## config.mk

```make
export PLATFORM = sky130hd
export DESIGN_NAME = pipeline_ctrl_flat
export DESIGN_NICKNAME = d
export VERILOG_FILES = /design/src/rtl/pipeline_ctrl_if.sv /design/src/rtl/pipeline_ctrl.sv /design/src/flat_wrapper.sv
export SDC_FILE = /design/constraint.sdc
export NUM_CORES = 1
export LEC_CHECK = 0
export CAP_MARGIN = 10
export CORE_UTILIZATION = 35
export DETAILED_ROUTE_END_ITERATION = 6
export SYNTH_ARGS = -nofsm -noshare
export SYNTH_HDL_FRONTEND = slang
export SYNTH_SLANG_ARGS = --single-unit
```

## constraint.sdc

```tcl
create_clock -name CLK -period 2.2 [get_ports CLK]
set_clock_uncertainty 0.1 [all_clocks]
set_input_delay 0.33 -clock CLK [delete_from_list [all_inputs] [get_ports CLK]]
set_output_delay 0.33 -clock CLK [all_outputs]
set_load 0.02 [all_outputs]
```

## src/rtl/pipeline_ctrl_if.sv

```systemverilog
`default_nettype none
// ============================================================================
// Module      : pipeline_ctrl_if
// Description : Hazard-request inputs and stage-control outputs of the
//               pipeline controller, bundled as one bus.
// Revision    : 1.0 - initial release
// ============================================================================
interface pipeline_ctrl_if;
    logic        STALL;
    logic        BUBBLE;
    logic        BRANCH_TAKEN;
    logic        MDU_START;
    logic        MDU_DONE;
    logic        PC_WE;
    logic        IFID_WE;
    logic        IDEX_WE;
    logic        IFID_FLUSH;
    logic        IDEX_BUBBLE;
    logic        EXMEM_BUBBLE;
    logic [1:0]  STATE;
    logic        MDU_TIMEOUT;
    logic [31:0] STALL_CNT;
    logic [15:0] FLUSH_CNT;

    // Hazard unit / datapath side: raises requests, consumes controls
    modport master (
        output STALL, BUBBLE, BRANCH_TAKEN, MDU_START, MDU_DONE,
        input  PC_WE, IFID_WE, IDEX_WE, IFID_FLUSH, IDEX_BUBBLE, EXMEM_BUBBLE,
        input  STATE, MDU_TIMEOUT, STALL_CNT, FLUSH_CNT
    );

    // Controller side
    modport slave (
        input  STALL, BUBBLE, BRANCH_TAKEN, MDU_START, MDU_DONE,
        output PC_WE, IFID_WE, IDEX_WE, IFID_FLUSH, IDEX_BUBBLE, EXMEM_BUBBLE,
        output STATE, MDU_TIMEOUT, STALL_CNT, FLUSH_CNT
    );
endinterface
`default_nettype wire

```

## src/rtl/pipeline_ctrl.sv

```systemverilog
`default_nettype none
// ============================================================================
// Module      : pipeline_ctrl
// Description : Five-stage pipeline controller. Arbitrates branch flushes,
//               multi-cycle MUL/DIV freezes (with watchdog) and load-use
//               stalls into stage-register enables and NOP-insert controls,
//               and keeps stall/flush performance counters.
// Revision    : 1.0 - initial release
// ============================================================================
module pipeline_ctrl #(
    parameter int MDU_LIMIT = 40
) (
    input  logic           CLK,
    input  logic           RESET,
    pipeline_ctrl_if.slave bus
);

    // Watchdog only has to count up to MDU_LIMIT-1; the cycle that would
    // reach MDU_LIMIT raises the timeout instead of incrementing.
    localparam int                 c_wd_w      = (MDU_LIMIT < 2) ? 1 : $clog2(MDU_LIMIT);
    localparam logic [c_wd_w-1:0]  c_wd_last   = c_wd_w'(MDU_LIMIT - 1);
    localparam logic [15:0]        c_flush_max = 16'hFFFF;

    typedef enum logic [1:0] {
        ST_RUN        = 2'b00,
        ST_LOAD_STALL = 2'b01,
        ST_MDU_WAIT   = 2'b10,
        ST_FLUSH      = 2'b11
    } state_t;

    state_t              r_state;
    state_t              w_next_state;
    logic [c_wd_w-1:0]   r_wd;
    logic                r_mdu_timeout;
    logic [31:0]         r_stall_cnt;
    logic [15:0]         r_flush_cnt;

    logic w_pc_we, w_ifid_we, w_idex_we;
    logic w_ifid_flush, w_idex_bubble, w_exmem_bubble;
    logic w_branch, w_mdu_enter, w_mdu_hold, w_mdu_timeout;

    // Event arbitration: reset > branch > MDU freeze > load-use stall
    always_comb begin
        w_pc_we        = 1'b1;
        w_ifid_we      = 1'b1;
        w_idex_we      = 1'b1;
        w_ifid_flush   = 1'b0;
        w_idex_bubble  = 1'b0;
        w_exmem_bubble = 1'b0;
        w_branch       = 1'b0;
        w_mdu_enter    = 1'b0;
        w_mdu_hold     = 1'b0;
        w_mdu_timeout  = 1'b0;
        w_next_state   = ST_RUN;

        if (RESET) begin
            w_pc_we        = 1'b0;
            w_ifid_we      = 1'b0;
            w_idex_we      = 1'b0;
            w_ifid_flush   = 1'b1;
            w_idex_bubble  = 1'b1;
            w_exmem_bubble = 1'b1;
        end else begin
            case (r_state)
                ST_RUN, ST_LOAD_STALL: begin
                    if (bus.BRANCH_TAKEN) begin
                        w_branch      = 1'b1;
                        w_ifid_flush  = 1'b1;
                        w_idex_bubble = 1'b1;
                        w_next_state  = ST_FLUSH;
                    end else if (bus.MDU_START && !bus.MDU_DONE) begin
                        w_mdu_enter    = 1'b1;
                        w_pc_we        = 1'b0;
                        w_ifid_we      = 1'b0;
                        w_idex_we      = 1'b0;
                        w_exmem_bubble = 1'b1;
                        w_next_state   = ST_MDU_WAIT;
                    end else if (bus.STALL || bus.BUBBLE) begin
                        w_pc_we       = 1'b0;
                        w_ifid_we     = 1'b0;
                        w_idex_bubble = 1'b1;
                        w_next_state  = ST_LOAD_STALL;
                    end
                end
                // Stall requests here come from squashed instructions
                ST_FLUSH: begin
                    if (bus.BRANCH_TAKEN) begin
                        w_branch      = 1'b1;
                        w_ifid_flush  = 1'b1;
                        w_idex_bubble = 1'b1;
                        w_next_state  = ST_FLUSH;
                    end
                end
                // EX is frozen, so a branch cannot resolve here
                ST_MDU_WAIT: begin
                    if (!bus.MDU_DONE) begin
                        if (r_wd == c_wd_last) begin
                            w_mdu_timeout = 1'b1;
                        end else begin
                            w_mdu_hold     = 1'b1;
                            w_pc_we        = 1'b0;
                            w_ifid_we      = 1'b0;
                            w_idex_we      = 1'b0;
                            w_exmem_bubble = 1'b1;
                            w_next_state   = ST_MDU_WAIT;
                        end
                    end
                end
                default: ;
            endcase
        end
    end

    // State, watchdog, sticky timeout flag and performance counters
    always_ff @(posedge CLK) begin
        if (RESET) begin
            r_state       <= ST_RUN;
            r_wd          <= '0;
            r_mdu_timeout <= 1'b0;
            r_stall_cnt   <= '0;
            r_flush_cnt   <= '0;
        end else begin
            r_state <= w_next_state;
            if (w_mdu_enter) begin
                r_wd <= '0;
            end else if (w_mdu_hold) begin
                r_wd <= r_wd + c_wd_w'(1);
            end
            if (w_mdu_timeout) begin
                r_mdu_timeout <= 1'b1;
            end
            if (!w_pc_we) begin
                r_stall_cnt <= r_stall_cnt + 32'd1;
            end
            if (w_branch && (r_flush_cnt != c_flush_max)) begin
                r_flush_cnt <= r_flush_cnt + 16'd1;
            end
        end
    end

    assign bus.PC_WE        = w_pc_we;
    assign bus.IFID_WE      = w_ifid_we;
    assign bus.IDEX_WE      = w_idex_we;
    assign bus.IFID_FLUSH   = w_ifid_flush;
    assign bus.IDEX_BUBBLE  = w_idex_bubble;
    assign bus.EXMEM_BUBBLE = w_exmem_bubble;
    assign bus.STATE        = r_state;
    assign bus.MDU_TIMEOUT  = r_mdu_timeout;
    assign bus.STALL_CNT    = r_stall_cnt;
    assign bus.FLUSH_CNT    = r_flush_cnt;

endmodule
`default_nettype wire

```

## src/flat_wrapper.sv

```systemverilog
// flat-port wrapper written by rule: the top's interface ports become plain ports
module pipeline_ctrl_flat 
#(
    parameter int MDU_LIMIT = 40
)
  (CLK, RESET, bus_STALL, bus_BUBBLE, bus_BRANCH_TAKEN, bus_MDU_START, bus_MDU_DONE, bus_PC_WE, bus_IFID_WE, bus_IDEX_WE, bus_IFID_FLUSH, bus_IDEX_BUBBLE, bus_EXMEM_BUBBLE, bus_STATE, bus_MDU_TIMEOUT, bus_STALL_CNT, bus_FLUSH_CNT);
  pipeline_ctrl_if bus_i ();
  input  logic CLK;
  input  logic RESET;
  input wire logic [$bits(bus_i.STALL)-1:0] bus_STALL;
  input wire logic [$bits(bus_i.BUBBLE)-1:0] bus_BUBBLE;
  input wire logic [$bits(bus_i.BRANCH_TAKEN)-1:0] bus_BRANCH_TAKEN;
  input wire logic [$bits(bus_i.MDU_START)-1:0] bus_MDU_START;
  input wire logic [$bits(bus_i.MDU_DONE)-1:0] bus_MDU_DONE;
  output wire logic [$bits(bus_i.PC_WE)-1:0] bus_PC_WE;
  output wire logic [$bits(bus_i.IFID_WE)-1:0] bus_IFID_WE;
  output wire logic [$bits(bus_i.IDEX_WE)-1:0] bus_IDEX_WE;
  output wire logic [$bits(bus_i.IFID_FLUSH)-1:0] bus_IFID_FLUSH;
  output wire logic [$bits(bus_i.IDEX_BUBBLE)-1:0] bus_IDEX_BUBBLE;
  output wire logic [$bits(bus_i.EXMEM_BUBBLE)-1:0] bus_EXMEM_BUBBLE;
  output wire logic [$bits(bus_i.STATE)-1:0] bus_STATE;
  output wire logic [$bits(bus_i.MDU_TIMEOUT)-1:0] bus_MDU_TIMEOUT;
  output wire logic [$bits(bus_i.STALL_CNT)-1:0] bus_STALL_CNT;
  output wire logic [$bits(bus_i.FLUSH_CNT)-1:0] bus_FLUSH_CNT;
  assign bus_i.STALL = bus_STALL;
  assign bus_i.BUBBLE = bus_BUBBLE;
  assign bus_i.BRANCH_TAKEN = bus_BRANCH_TAKEN;
  assign bus_i.MDU_START = bus_MDU_START;
  assign bus_i.MDU_DONE = bus_MDU_DONE;
  assign bus_PC_WE = bus_i.PC_WE;
  assign bus_IFID_WE = bus_i.IFID_WE;
  assign bus_IDEX_WE = bus_i.IDEX_WE;
  assign bus_IFID_FLUSH = bus_i.IFID_FLUSH;
  assign bus_IDEX_BUBBLE = bus_i.IDEX_BUBBLE;
  assign bus_EXMEM_BUBBLE = bus_i.EXMEM_BUBBLE;
  assign bus_STATE = bus_i.STATE;
  assign bus_MDU_TIMEOUT = bus_i.MDU_TIMEOUT;
  assign bus_STALL_CNT = bus_i.STALL_CNT;
  assign bus_FLUSH_CNT = bus_i.FLUSH_CNT;
  pipeline_ctrl #(.MDU_LIMIT(MDU_LIMIT)) u_core (.CLK(CLK), .RESET(RESET), .bus(bus_i));
endmodule
```

==> results of run 1 <==
## registers in the layout (all words and copies together), names as in the netlist
register	cells
u_core.bus.STALL_CNT	32
u_core.r_wd	6
u_core.bus.STATE	2
u_core.bus.MDU_TIMEOUT	1
u_core.bus.FLUSH_CNT	16
## timing repair
item,4_1_cts,5_1_grt
resized for setup,20,18
pin swaps,1,8
setup buffers,2,2
hold buffers,0,0
setup endpoints to repair,18,21
## layout make-up
cell class | count | area (sq um) | share of cell area, %
Sequential cell | 57 | 1142 | 27.88
Clock buffer | 11 | 141.4 | 3.450
Inverter | 9 | 33.78 | 0.8244
Multi-Input combinational cell | 240 | 1548 | 37.77
Tap cell | 99 | 123.9 | 3.023
Clock inverter | 5 | 102.6 | 2.504
Timing Repair Buffer | 111 | 1006 | 24.55
## cell families (layout without fill, tap and decap cells)
logic type / count (synthesis) / after routing / synth area share [%]
xor+xnor: 20 / 20 / 6.425
mux: 5 / 5 / 1.973
simple gates: 134 / 134 / 26.62
flops: 57 / 57 / 41.85
fa+ha+maj: 3 / 3 / 1.377
compound gates: 78 / 78 / 18.31
buf+inv: 21 / 136 / 3.442
## power breakdown
part,internal (W),total [W],switching [W]
Combinational,0.000119,0.000249,0.000130
Clock,0.000782,0.00122,0.000434
Sequential,0.00105,0.00107,0.0000205
## synth_stat cells, drive strengths merged (7+ instances only)
library cell	number	area [sq um]
xnor2	12	105.1
nor3	7	35.03
buf	7	41.29
dfxtp	57	1141
nand3	18	90.09
inv	9	33.78
xor2	8	70.07
a21oi	33	176.4
nand4	11	68.82
nand2	11	41.29
or3	20	125.1
nor2	36	135.1
o21ai	21	108.9
## through the flow
stage	total power [W]	setup WS, ns	TNS (ns)	area (sq um)
global route	0.002640	-0.01567	-0.02839	4098
floorplan	0.001209	0.09096	0	2729
detailed placement	0.001331	-0.4212	-10.74	3761
global placement	0.001328	-0.3705	-9.282	3761
CTS	0.002549	0.001864	0	4019
finish	0.002534	0.05152	0	4098
## path summary, 6_finish.rpt
kind	from	to	slack [ns]	cells past startpoint
worst max register to register	u_core.bus.STATE[1]	u_core.bus.STALL_CNT[20]	0.05	6
worst min register to register	u_core.bus.MDU_TIMEOUT	u_core.bus.MDU_TIMEOUT	0.37	2
worst max-delay path	u_core.bus.STATE[1]	u_core.bus.STALL_CNT[20]	0.05	6
worst min-delay path	bus_MDU_START	u_core.bus.STATE[0]	0.34	4
## metal layers
metal | vias up | wire length, um
met2 | 67 | 3027
met4 | 0 | 65
met1 | 1232 | 3415
li1 | 1385 | -
met5 | - | 0
met3 | 6 | 329
## critical path: cells and delay by family (launching register included)
kind            cells  cell delay, ns
compound gates      3            0.37
flops               1            0.34
simple gates        2            1.11
buf+inv             1            0.17
==> results.sh, run 1 <==
export IMPL_outcome="complete, no violations"
export IMPL_antenna_found_initial=0
export IMPL_yosysSeqAreaShare_pct=41.85
export IMPL_routedWlPerCell_um=12.85
export IMPL_initial_core_util_pct=36.80
export IMPL_placementRows=31
export IMPL_numCtsBuffers=9
export IMPL_die_h_um=90.26
export IMPL_num_nets_final=438
export IMPL_utilization_pct=55.31
export IMPL_worstSetupStartpointType="flop"
export IMPL_worstHoldPathType="in -> reg"
export IMPL_clock_sinks=57
export IMPL_rsz0062_at_grt="yes"
export IMPL_drive_above_1_share_pct=21.48
export IMPL_avgViaCountPerCell=5.056
export IMPL_die_w_um=90.26
export IMPL_max_slew_margin_pct=59.99
export IMPL_synth_cells=318
export IMPL_period_needed_ns=2.148
export IMPL_placed_cells=512
export IMPL_fillers=701
export IMPL_powerDensity_nw_per_um2=618.5
export IMPL_use_met3_pct=4.209
export IMPL_tightest_slew_ns=0.6002
export IMPL_ant_nets=0
export IMPL_vias=2690
export IMPL_area_growth_pct=50.30
export IMPL_gp_congestion=0.8181
export IMPL_finalSetupViolCount=0
export IMPL_clk_latency_ns=0.33
export IMPL_grtUsageTotal_pct=17.96
export IMPL_period_share_pct=97.66
export IMPL_final_cell_mix="56 x dfxtp_1, 53 x clkdlybuf4s50_1, 46 x buf_4"
export IMPL_synth_avg_cell_area_sq_um=8.573
export IMPL_p_leak_nw=1.451
export IMPL_endpoint_kind="flop"
export IMPL_h_tree_depth=3
export IMPL_clock_fmax_ghz=0.4654
export IMPL_synth_cell_types=50
export IMPL_cts_buffer_depth=2
export IMPL_cts_root_buf="clkbuf_8"
export IMPL_crit_path_top_delay_cell="or4b_4"
export IMPL_path_clk_slew_ns=0.07
export IMPL_numPortBuffers=63
export IMPL_hpwl_um=4853
export IMPL_met2_usage_pct=26.53
export IMPL_path_class="reg -> reg"
export IMPL_drc=0
export IMPL_syn_cell_area_sq_um=2726
export IMPL_required_ns=2.37
export IMPL_synth_seq_cells=57
export IMPL_grt_pass1_wl_um=11940
export IMPL_use_met1_pct=25.14
export IMPL_vdd_drop_max_uv=315.2
export IMPL_mostFrequentLayoutCell="dfxtp_1"
export IMPL_routed_wl_um=6838
export IMPL_io_pins=64
export IMPL_synthFlopType="dfxtp_1"
export IMPL_grt_ovfl_total=0
export IMPL_cp_max_fo=7
export IMPL_core_area_sq_um=7408
export IMPL_hold_viol=0
export IMPL_cp_arrival_ns=2.32
export IMPL_dr_pass1_iters=4
export IMPL_grt_pass1_vias=2537
export IMPL_final_cells=532
export IMPL_cap_violations=0
export IMPL_grt_max_degree=58
export IMPL_gr_max_usage_layer="met2"
export IMPL_ys_warn_count=0
export IMPL_synth_nets=328
export IMPL_path_cells="or4b_4, o211ai_4, buf_6, o211ai_4, or4_4, a21oi_2"
export IMPL_crit_top_cell="o211ai_4"
export IMPL_diodes=0
export IMPL_timing_hold_ws_ns=0.3391
export IMPL_slowest_delay_ns=0.56
export IMPL_drt_iter0_drc=127
export IMPL_synth_edf_count=0
export IMPL_report_final_slew_viol_count=0
export IMPL_die_area_sq_um=8147
export IMPL_async_reset_ff_share_pct=0
export IMPL_cts_tree="built"
Power figures use the tool's default switching activity.
==> run 2, diff against run 1 <==
--- a/config.mk
+++ b/config.mk
@@ -7,7 +7,9 @@
 export LEC_CHECK = 0
 export CAP_MARGIN = 10
 export CORE_UTILIZATION = 35
+export CTS_CLUSTER_DIAMETER = 30
 export DETAILED_ROUTE_END_ITERATION = 6
+export PLACE_DENSITY_LB_ADDON = 0.2
 export SYNTH_ARGS = -nofsm -noshare
 export SYNTH_HDL_FRONTEND = slang
 export SYNTH_SLANG_ARGS = --single-unit
==> run 2 against run 1 <==
Die area unchanged. Critical path type unchanged. Combinational power down 3%. Flip-flop and latch count unchanged. Power down 13%. Fmax up 0.88%. First-iteration DRC count down 31%. Register-to-register slack better by 0.02 ns. Critical endpoint is now u_core.bus.STALL_CNT[17].
==> results.sh, run 2 (same netlist as run 1, synthesis figures left out) <==
export IMPL_path_clk_slew_ns=0.07
export IMPL_placed_cells=503
export IMPL_fillers=691
export IMPL_mostFrequentLayoutCell="dfxtp_1"
export IMPL_finalSetupViolCount=0
export IMPL_ant_nets=0
export IMPL_placementRows=31
export IMPL_drt_iter0_drc=87
export IMPL_core_area_sq_um=7408
export IMPL_area_growth_pct=45.30
export IMPL_ff_latch_area_sq_um=1147
export IMPL_r2r_start="u_core.bus.STATE[1]"
export IMPL_crit_path_top_delay_cell="or4b_4"
export IMPL_powerDensity_nw_per_um2=555.9
export IMPL_drc=0
export IMPL_startpoint="u_core.bus.STATE[1]"
export IMPL_io_pins=64
export IMPL_fin_ws_ns=0.07020
export IMPL_report_final_slew_viol_count=0
export IMPL_cp_arrival_ns=2.29
export IMPL_grtUsageTotal_pct=17.05
export IMPL_num_nets_final=430
export IMPL_cp_max_fo=5
export IMPL_max_slew_margin_pct=60.09
export IMPL_vias=2726
export IMPL_outcome="complete, no violations"
export IMPL_clock_sinks=57
export IMPL_grt_pass1_vias=2506
export IMPL_hpwl_um=4823
export IMPL_h_tree_depth=3
export IMPL_grt_max_degree=58
export IMPL_cts_buffer_depth=2
export IMPL_dp_worst_setup_slack_ns=-0.4422
export IMPL_path_class="reg -> reg"
export IMPL_clock_fmax_ghz=0.4695
export IMPL_die_h_um=90.26
export IMPL_required_ns=2.36
export IMPL_diodes=0
export IMPL_die_w_um=90.26
export IMPL_cts_root_buf="clkbuf_8"
export IMPL_grt_ovfl_total=0
export IMPL_antenna_found_initial=0
export IMPL_avgViaCountPerCell=5.212
export IMPL_final_cells=523
export IMPL_initial_core_util_pct=36.80
export IMPL_hold_viol=0
export IMPL_dr_pass1_iters=5
export IMPL_slowest_delay_ns=0.51
export IMPL_numPortBuffers=63
export IMPL_gp_congestion=0.8164
export IMPL_p_leak_nw=1.363
export IMPL_worstHoldPathType="in -> reg"
export IMPL_cap_violations=0
export IMPL_numCtsBuffers=9
export IMPL_tightest_slew_ns=0.5987
export IMPL_period_share_pct=96.81
export IMPL_rsz0062_at_grt="no"
export IMPL_multi_input_area_sq_um=1546
export IMPL_final_cell_mix="54 x dfxtp_1, 53 x clkdlybuf4s50_1, 36 x buf_4"
export IMPL_grt_pass1_wl_um=11360
export IMPL_endpoint_kind="flop"
export IMPL_vdd_drop_max_uv=239.7
export IMPL_cts_tree="built"
export IMPL_drive_above_1_share_pct=20.52
export IMPL_path_cells="or4b_4, o211ai_4, buf_12, o211ai_1, buf_4, or4_4, a21oi_2"
export IMPL_dpl_cell_area_sq_um=3706
export IMPL_routedWlPerCell_um=13.10
export IMPL_largest_reg_flops=32
export IMPL_design_area_sq_um=3961
export IMPL_hp_start="bus_MDU_START"
export IMPL_die_area_sq_um=8147
export IMPL_clk_latency_ns=0.33
export IMPL_period_needed_ns=2.130
export IMPL_worstSetupStartpointType="flop"
export IMPL_routed_wl_um=6853
## run 2: changes by cell type in the layout (fill, tap and decap cells not counted), sizes merged
cell           delta
clkinv            +2
clkinvlp          -1
dlygate4sd2       +2
dlymetal6s2s      -2
bufinv            -3
clkdlybuf4s15     -1
clkbuf            +1
buf               -7
## run 2: layout make-up
| cell class | count | area share, % |
|---|---|---|
| timing repair buffer | 103 | 23.47 |
| clock buffer | 12 | 4.169 |
| clock inverter | 3 | 0.3790 |
| sequential | 57 | 28.96 |
| inverter | 9 | 0.8528 |
| tap | 99 | 3.127 |
| multi-input combinational | 240 | 39.04 |
## run 2: timing repair
action,4_1_cts,5_1_grt
hold buffers,0,0
buffers inserted,0,4
resized for setup,23,16
pin swaps,1,5
endpoints found under the setup margin,11,17
gates cloned,0,1
## run 2: power breakdown
group          switching, W  internal (W)
registers         0.0000203       0.00105
logic              0.000128      0.000113
clock network      0.000403      0.000489
total              0.000551       0.00165
## run 2: critical path, delay by kind of cell (launching register included)
family	cells	cell delay, ns
flip-flops	1	0.36
buffers and inverters	2	0.34
AO/OA/AOI/OAI	3	0.35
AND/OR/NAND/NOR	2	0.92
## run 2: per-stage QoR
stage | hold slack [ns] | total power, W | setup TNS [ns] | util, %
floorplan | 0.3947 | 0.001209 | 0 | -
global placement | 0.3675 | 0.001330 | -8.838 | 50.03
detailed placement | 0.3572 | 0.001334 | -9.660 | 50.03
CTS | 0.3893 | 0.002219 | 0 | 52.41
global route | 0.4117 | 0.002297 | 0 | 53.47
finish | 0.3560 | 0.002202 | 0 | 53.47
## run 2: path summary, 6_finish.rpt
check	to	slack, ns	cells past startpoint
worst min-delay path	u_core.bus.STATE[0]	0.36	4
worst max-delay path	u_core.bus.STALL_CNT[17]	0.07	7
worst max register to register	u_core.bus.STALL_CNT[17]	0.07	7
worst min register to register	u_core.bus.STALL_CNT[31]	0.39	2
## run 2: layer usage
layer  vias to the layer above  part of all wire, %  global-route usage [%]
li1                       1372                    -                       -
met3                         6                  4.8                   3.367
met5                         -                    0                       0
met4                         0                  1.3                   7.930
met2                        68                   46                   27.10
met1                      1280                   48                   22.22
